--- src/rtl/gfxdemo_pkg.sv ---
// Shared constants and register decode for the gfxdemo wishbone control block.
package gfxdemo_pkg;

  localparam logic [31:0] DEFAULT_ID = 32'h4746_5830;

  localparam logic [7:0] OFF_CTRL       = 8'h00;
  localparam logic [7:0] OFF_SCROLL     = 8'h04;
  localparam logic [7:0] OFF_IRQ_EN     = 8'h08;
  localparam logic [7:0] OFF_IRQ_STATUS = 8'h0C;
  localparam logic [7:0] OFF_FRAME      = 8'h10;
  localparam logic [7:0] OFF_ID         = 8'h14;
  localparam logic [7:0] OFF_PAL_BASE   = 8'h40;

  localparam int CTRL_EN_BIT    = 0;
  localparam int CTRL_MODE_LSB  = 1;
  localparam int CTRL_DAC_BIT   = 3;
  localparam int IRQ_VBLANK_BIT = 0;
  localparam int IRQ_WRAP_BIT   = 1;

  localparam int PAL_DEPTH = 16;
  localparam int PAL_WIDTH = 12;
  localparam int PAL_IDX_W = 4;

  typedef enum logic [2:0] {
    REG_CTRL,
    REG_SCROLL,
    REG_IRQ_EN,
    REG_IRQ_STATUS,
    REG_FRAME,
    REG_ID,
    REG_PAL,
    REG_NONE
  } regSel_e;

  // The palette occupies byte offsets 0x40-0x7C, i.e. every offset whose top two bits are 01.
  function automatic regSel_e decodeReg(input logic [7:0] off);
    regSel_e sel;
    sel = REG_NONE;
    if (off[7:6] == OFF_PAL_BASE[7:6]) begin
      sel = REG_PAL;
    end else begin
      case (off)
        OFF_CTRL:       sel = REG_CTRL;
        OFF_SCROLL:     sel = REG_SCROLL;
        OFF_IRQ_EN:     sel = REG_IRQ_EN;
        OFF_IRQ_STATUS: sel = REG_IRQ_STATUS;
        OFF_FRAME:      sel = REG_FRAME;
        OFF_ID:         sel = REG_ID;
        default:        sel = REG_NONE;
      endcase
    end
    return sel;
  endfunction

endpackage

--- src/rtl/gfxdemo_palette.sv ---
// 16x12 RGB444 palette: byte-masked bus write port, combinational bus readback,
// registered video-side lookup.
module gfxdemo_palette
  import gfxdemo_pkg::*;
(
  input  logic                 clk,
  input  logic                 reset_n,
  input  logic                 wr_en_i,
  input  logic [PAL_IDX_W-1:0] wr_idx_i,
  input  logic [PAL_WIDTH-1:0] wr_data_i,
  input  logic [1:0]           wr_sel_i,
  input  logic [PAL_IDX_W-1:0] bus_idx_i,
  output logic [PAL_WIDTH-1:0] bus_data_o,
  input  logic [PAL_IDX_W-1:0] rd_idx_i,
  output logic [PAL_WIDTH-1:0] rd_data_o
);

  logic [PAL_WIDTH-1:0] mem_q [PAL_DEPTH];
  logic [PAL_WIDTH-1:0] rdData_q;

  // The lookup reads the pre-write contents, so a same-cycle write shows up on the next lookup.
  always_ff @(posedge clk or negedge reset_n) begin
    if (!reset_n) begin
      for (int i = 0; i < PAL_DEPTH; i++) begin
        mem_q[i] <= '0;
      end
      rdData_q <= '0;
    end else begin
      if (wr_en_i) begin
        if (wr_sel_i[0]) mem_q[wr_idx_i][7:0]  <= wr_data_i[7:0];
        if (wr_sel_i[1]) mem_q[wr_idx_i][11:8] <= wr_data_i[11:8];
      end
      rdData_q <= mem_q[rd_idx_i];
    end
  end

  assign bus_data_o = mem_q[bus_idx_i];
  assign rd_data_o  = rdData_q;

endmodule

--- src/rtl/gfxdemo_wb_ctrl.sv ---
// Wishbone classic slave holding gfxdemo control, scroll, palette, frame counter and IRQ state.
// Define GFXDEMO_WB_CTRL_SHADOW_EN to latch cfg_* outputs only at vblank (tear-free updates).
module gfxdemo_wb_ctrl
  import gfxdemo_pkg::*;
#(
  parameter logic [31:0] BASE_ADDR = 32'h3000_0000,
  parameter logic [31:0] ID_VALUE  = DEFAULT_ID
) (
  input  logic        clk,
  input  logic        reset_n,
  input  logic [31:0] wb_adr,
  input  logic [31:0] wb_dat_w,
  input  logic [3:0]  wb_sel,
  input  logic        wb_cyc,
  input  logic        wb_stb,
  input  logic        wb_we,
  output logic [31:0] wb_dat_r,
  output logic        wb_ack,
  input  logic        vblank_pulse,
  input  logic [3:0]  pal_idx,
  output logic [11:0] pal_rgb,
  output logic [3:0]  cfg_ctrl,
  output logic [9:0]  cfg_scroll_x,
  output logic [9:0]  cfg_scroll_y,
  output logic        irq
);

  logic [3:0]  ctrl_q, ctrl_d;
  logic [9:0]  scrollX_q, scrollX_d;
  logic [9:0]  scrollY_q, scrollY_d;
  logic [1:0]  irqEn_q, irqEn_d;
  logic [1:0]  irqStatus_q, irqStatus_d;
  logic [15:0] frame_q, frame_d;
  logic        ack_q;
  logic [31:0] datR_q;
  logic        irq_q;
  logic [3:0]  cfgCtrl_q;
  logic [9:0]  cfgScrollX_q, cfgScrollY_q;

  logic        hit, wrHit, rdHit;
  regSel_e     regSel;
  logic [1:0]  irqSet, irqClr;
  logic [31:0] readData;
  logic        palWe;
  logic [11:0] palBusData;
  logic        cfgLoad;
  logic        unusedBits;

  // The !ack term makes a held strobe hit only every other cycle.
  assign hit    = wb_cyc & wb_stb & (wb_adr[31:8] == BASE_ADDR[31:8]) & ~ack_q;
  assign wrHit  = hit & wb_we;
  assign rdHit  = hit & ~wb_we;
  assign regSel = decodeReg({wb_adr[7:2], 2'b00});
  assign palWe  = wrHit & (regSel == REG_PAL);

  assign unusedBits = ^{wb_adr[1:0], wb_dat_w[31:26], wb_dat_w[15:12]};

  always_comb begin
    ctrl_d    = ctrl_q;
    scrollX_d = scrollX_q;
    scrollY_d = scrollY_q;
    irqEn_d   = irqEn_q;
    if (wrHit) begin
      case (regSel)
        REG_CTRL: begin
          if (wb_sel[0]) ctrl_d = wb_dat_w[3:0];
        end
        REG_SCROLL: begin
          if (wb_sel[0]) scrollX_d[7:0] = wb_dat_w[7:0];
          if (wb_sel[1]) scrollX_d[9:8] = wb_dat_w[9:8];
          if (wb_sel[2]) scrollY_d[7:0] = wb_dat_w[23:16];
          if (wb_sel[3]) scrollY_d[9:8] = wb_dat_w[25:24];
        end
        REG_IRQ_EN: begin
          if (wb_sel[0]) irqEn_d = wb_dat_w[1:0];
        end
        default: ;
      endcase
    end
  end

  // A set arriving with a W1C of the same bit wins because it is OR-ed in last.
  always_comb begin
    irqSet                 = '0;
    irqSet[IRQ_VBLANK_BIT] = vblank_pulse;
    irqSet[IRQ_WRAP_BIT]   = vblank_pulse & (frame_q == 16'hFFFF);
    irqClr                 = '0;
    if (wrHit && (regSel == REG_IRQ_STATUS) && wb_sel[0]) begin
      irqClr = wb_dat_w[1:0];
    end
    irqStatus_d = (irqStatus_q & ~irqClr) | irqSet;
    frame_d     = vblank_pulse ? frame_q + 16'd1 : frame_q;
  end

  always_comb begin
    readData = '0;
    case (regSel)
      REG_CTRL:       readData = {28'd0, ctrl_q};
      REG_SCROLL:     readData = {6'd0, scrollY_q, 6'd0, scrollX_q};
      REG_IRQ_EN:     readData = {30'd0, irqEn_q};
      REG_IRQ_STATUS: readData = {30'd0, irqStatus_q};
      REG_FRAME:      readData = {16'd0, frame_q};
      REG_ID:         readData = ID_VALUE;
      REG_PAL:        readData = {20'd0, palBusData};
      default:        readData = '0;
    endcase
  end

`ifdef GFXDEMO_WB_CTRL_SHADOW_EN
  assign cfgLoad = vblank_pulse;
`else
  assign cfgLoad = 1'b1;
`endif

  // cfg_* sample the live registers before this cycle's write lands, so a
  // write coinciding with vblank is picked up at the following vblank.
  always_ff @(posedge clk or negedge reset_n) begin
    if (!reset_n) begin
      ctrl_q       <= '0;
      scrollX_q    <= '0;
      scrollY_q    <= '0;
      irqEn_q      <= '0;
      irqStatus_q  <= '0;
      frame_q      <= '0;
      ack_q        <= 1'b0;
      datR_q       <= '0;
      irq_q        <= 1'b0;
      cfgCtrl_q    <= '0;
      cfgScrollX_q <= '0;
      cfgScrollY_q <= '0;
    end else begin
      ctrl_q      <= ctrl_d;
      scrollX_q   <= scrollX_d;
      scrollY_q   <= scrollY_d;
      irqEn_q     <= irqEn_d;
      irqStatus_q <= irqStatus_d;
      frame_q     <= frame_d;
      ack_q       <= hit;
      datR_q      <= rdHit ? readData : 32'd0;
      irq_q       <= |(irqStatus_q & irqEn_q);
      if (cfgLoad) begin
        cfgCtrl_q    <= ctrl_q;
        cfgScrollX_q <= scrollX_q;
        cfgScrollY_q <= scrollY_q;
      end
    end
  end

  gfxdemo_palette uPalette (
    .clk        (clk),
    .reset_n    (reset_n),
    .wr_en_i    (palWe),
    .wr_idx_i   (wb_adr[5:2]),
    .wr_data_i  (wb_dat_w[11:0]),
    .wr_sel_i   (wb_sel[1:0]),
    .bus_idx_i  (wb_adr[5:2]),
    .bus_data_o (palBusData),
    .rd_idx_i   (pal_idx),
    .rd_data_o  (pal_rgb)
  );

  assign wb_ack       = ack_q;
  assign wb_dat_r     = datR_q;
  assign irq          = irq_q;
  assign cfg_ctrl     = cfgCtrl_q;
  assign cfg_scroll_x = cfgScrollX_q;
  assign cfg_scroll_y = cfgScrollY_q;

endmodule

--- config.mk ---
export PLATFORM = sky130hd
export DESIGN_NAME = gfxdemo_wb_ctrl
export DESIGN_NICKNAME = d
export VERILOG_FILES = /design/src/rtl/gfxdemo_pkg.sv /design/src/rtl/gfxdemo_palette.sv /design/src/rtl/gfxdemo_wb_ctrl.sv
export SDC_FILE = /design/constraint.sdc
export NUM_CORES = 1
export LEC_CHECK = 0
export BUFFER_PORTS_ARGS = -buffer_cell sky130_fd_sc_hd__buf_2
export CAP_MARGIN = 20
export CORE_ASPECT_RATIO = 1.75
export CORE_MARGIN = 1
export CORE_UTILIZATION = 55
export DETAILED_ROUTE_END_ITERATION = 7
export PLACE_DENSITY = 0.76
export SYNTH_ARGS = -nofsm -noshare
export SYNTH_HDL_FRONTEND = slang
export SYNTH_SLANG_ARGS = --single-unit
--- constraint.sdc ---
create_clock -name clk -period 3.5 [get_ports clk]
set_input_delay 0.175 -clock clk [delete_from_list [all_inputs] [get_ports clk]]
set_output_delay 0.175 -clock clk [all_outputs]
set_load 0.03 [all_outputs]
==> summary.md <==
| Metric | Value |
|---|---|
| Run status | `finished, violations left` |
| Violated checks | `design-rule violations` |
| Height of the die | `218.3 um` |
| Ys Warns | `0` |
| Clock Sink Count | `301` |
| Core Footprint | `26,060 sq um` |
| Via count | `9,285` |
| Area growth syn-to-layout | `15.09%` |
| Data arrival time of the worst path | `around 3300 ps` |
| Total iterations of the first detailed-routing run | `8` |
| Worst setup timing slack at the placement stage | `around 550 ps` |
| Worst Skew | `16.83 ps` |
| Most common cell after layout, fill and taps aside | `dfrtp_1` |
| Minimum clock period | `2890 ps` |
| Grt ovf | `0` |
| CP cell instances | `nor4_1 -> nand4_1 -> or4_4 -> buf_12 -> nor4_2 -> mux2_2` |
| H-tree lvl count | `1` |
| Horiz. Die Dim | `approximately 130 um` |
| Worst r2r dst | `uPalette.mem_q[8]$_DFFE_PN0P_` |
| Longest Clk Path Bufs | `3` |
| IO Port Bufs | `approximately 130` |
| Layout cells sized above 1 | `a little over half` |
| Routability cong. | `about 0.85` |
| Element type at the critical path start | `flip-flop` |
| Worst setup endpoint | `uPalette.mem_q[8]$_DFFE_PN0P_` |
| Static Leakage | `8.160 nW` |
| Synth async-reset ratio | `100.0%` |
| Antenna-violating nets left | `0` |
| Setup repair after global routing missed its margin | `no` |
| Relative slew margins | `between 30 and 40%` |
| Global-route wire length before repair | `58,390 um` |
| Utilization after layout | `64.96%` |
| Final number of max-transition violations | `0` |
| Gate count after technology mapping | `about 940` |
| R2R Path Start | `wb_ack$_DFF_PN0_` |
| Syn Area/Cell | `15.70 sq um` |
| Final sum of negative setup slack | `0 ps` |
| Max-cap violation count | `0` |
| Total number of cells along the worst setup path | `6` |
| Final Setup Violations | `0` |
| Number of cells on the worst hold path | `3` |
| Count of endpoints failing hold in the final timing report | `0` |
| Die area | `between 20,000 and 30,000 sq um` |
| Highest clock frequency the design can meet | `~350 MHz` |
| Initial Utilization | `between 50% and 60%` |
| CTS Root Buffer Type | `clkbuf_16` |
| Number of antenna cells inserted | `0` |
| Path class of the lowest-slack min-delay path | `input port to flip-flop` |
| Final WL | `37,960 um` |
| CP bufs+invs | `1` |
| Starting DRC count in detailed routing | `about 700` |
| Worst Path Required | `about 4000 ps` |
| Main flop type after synthesis | `dfrtp_1` |
| Count of flip-flops with a built-in enable after synthesis | `0` |
| Clock Latency Late Sink | `560 ps` |
| Worst Setup Slack, final | `approximately 600 ps` |
| Post-detailed-route DRC marker count | `24` |
| Largest net degree at the start of global routing | `~130` |
| Category of the critical setup timing path | `flip-flop to flip-flop` |
| Count of pins on the block boundary | `148` |
| Top library cells by usage in the layout, fill and taps aside | `dfrtp_1, mux2_2, buf_2` |
| Slowest CP cell | `or4_4` |
| Number of different library cells in the post-synthesis netlist | `51` |
| Number of antenna violations at the first check in global routing | `0` |
| Clock-pin slew on the worst setup and hold paths | `70 ps` |
| Setup slack of the most critical reg-to-reg path | `610 ps` |
| First element of the critical path | `wb_ack$_DFF_PN0_` |
| Power Dens Cells | `425.8 nW/um^2` |
| Total CTS buffers | `27` |
| Critical-path maximum fanout | `24` |
| Max rail drop VDD | `321.2 uV` |
| Number of fill cells in the layout | `1,856` |
| Post-CTS Setup Bufs | `0` |
| Crit. End Element | `flip-flop` |
| Crit share post-route | `approximately 83%` |
| Ratio of routed vias to standard cells | `approximately 6.5` |
| Overall fraction of global-route tracks in use | `28.59%` |
| Slew at the pin closest to its max-slew limit | `981.3 ps` |
| Length in cells of the worst reg-to-reg path | `6` |
| Share of the yosys chip area belonging to registers | `approximately half` |
| Layout Nets | `1,164` |
| Via count of the first global-routing pass | `9,776` |
| Total of flip-flops plus latches after synthesis | `301` |
| Clock tree from TritonCTS | `done` |
| Crit path largest cell delay | `740 ps` |
| Cell area after synthesis | `14,710 sq um` |
| Detail Placement HPWL | `25,390 um` |
| Cell family contributing the most delay on the critical path | `simple AND/OR/NAND/NOR gates` |
| Site Rows | `just under 80` |
| Detail-routed net length per standard cell | `about 27 um` |
==> per-stage QoR <==
stage / hold WS [ps] / instances / total power [mW] / area, sq um
finish: 66.54 / 1426 / 7.207 / 16930
global route: 68.23 / 1426 / 7.419 / 16930
CTS: 46.85 / 1426 / 7.257 / 16930
detailed placement: 332.6 / 1364 / 4.112 / 15870
global placement: 319.4 / 1364 / 4.103 / 15870
floorplan: -120.6 / 940 / 3.881 / 14720
==> synthesized netlist by cell type (3+ instances only) <==
master,count,share of area (%)
buf_4,7,0.36
xor2_1,4,0.24
mux4_2,101,15
nor4_4,31,4.5
nand4_1,7,0.30
nand3_1,15,0.51
nand2_1,20,0.51
nand2b_1,5,0.21
nor2_1,18,0.46
nor4_1,8,0.34
and2_1,6,0.26
a21oi_1,15,0.51
nor3_1,7,0.24
xnor2_1,11,0.66
clkbuf_1,43,1.1
dfrtp_1,301,51
nor2b_1,6,0.26
buf_2,11,0.37
o22a_1,3,0.18
a22oi_1,8,0.41
buf_1,7,0.18
o22ai_1,9,0.38
and3_1,6,0.26
mux2_2,240,18
o221ai_1,4,0.24
inv_1,3,0.077
a211oi_1,3,0.15
o21a_1,5,0.26
==> kinds of logic after synthesis <==
| logic type | Yosys count | share of synthesized area [%] |
|---|---|---|
| mux | 344 | 34.06 |
| simple gates | 140 | 8.499 |
| flops | 301 | 51.22 |
| xor+xnor | 15 | 0.8933 |
| buf+inv | 73 | 2.237 |
| fa+ha+maj | 1 | 0.08506 |
| compound gates | 62 | 2.978 |
| other cells | 1 | 0.02550 |
==> state kept, by name, summed over array words and instances (netlist names) <==
register            flops
wb_ack                  1
irqStatus_q             2
irq                     1
scrollX_q              10
ctrl_q                  4
irqEn_q                 2
scrollY_q              10
cfg_ctrl                4
frame_q                16
wb_dat_r               27
uPalette.mem_q        192
uPalette.rd_data_o     12
cfg_scroll_x           10
cfg_scroll_y           10
==> layer usage <==
metal  GRT usage [%]  vias to the layer above  routed length (um)
li1                -                     3894                   -
met1           33.55                     4935               13900
met2           52.35                      369               20710
met3           3.892                       87                2016
met4           11.91                        0                1336
met5               0                        -                   0
==> area by class of cell <==
type / count / area, sq um / share of cell area, %
sequential: 301 / 7532 / 44.50
multi-input combinational: 566 / 6868 / 40.58
timing repair buffer: 186 / 1176 / 6.949
clock buffer: 32 / 734.5 / 4.339
tap: 320 / 400.4 / 2.365
clock inverter: 18 / 203.9 / 1.205
inverter: 3 / 11.26 / 0.06653
==> worst min-delay path by stage <==
stage	startpoint	to	slack, ps
CTS	wb_adr[7]	wb_dat_r[13]$_DFF_PN0_	50
global route	wb_adr[7]	wb_dat_r[13]$_DFF_PN0_	70
finish	wb_sel[3]	scrollY_q[9]$_DFFE_PN0P_	70
floorplan	reset_n	cfg_ctrl[0]$_DFF_PN0_	-120
global placement	reset_n	uPalette.mem_q[88]$_DFFE_PN0P_	320
detailed placement	reset_n	uPalette.mem_q[76]$_DFFE_PN0P_	330
==> worst min-delay path, delay by kind of cell <==
family	cells	cell delay, ps
multiplexers	1	170
buffers and inverters	1	100
AND/OR/NAND/NOR	1	150
==> report_power, final <==
group | leakage [nW] | switching (mW) | internal, mW
Sequential | 4.19 | 0.0553 | 3.52
Clock | 0.460 | 1.35 | 1.80
Combinational | 3.51 | 0.324 | 0.165
Total | 8.16 | 1.73 | 5.48
==> repair_timing <==
item                      CTS  global route
hold endpoints to repair  135             0
resized for setup           0             0
hold buffers               12             0
Power figures use the tool's default switching activity.
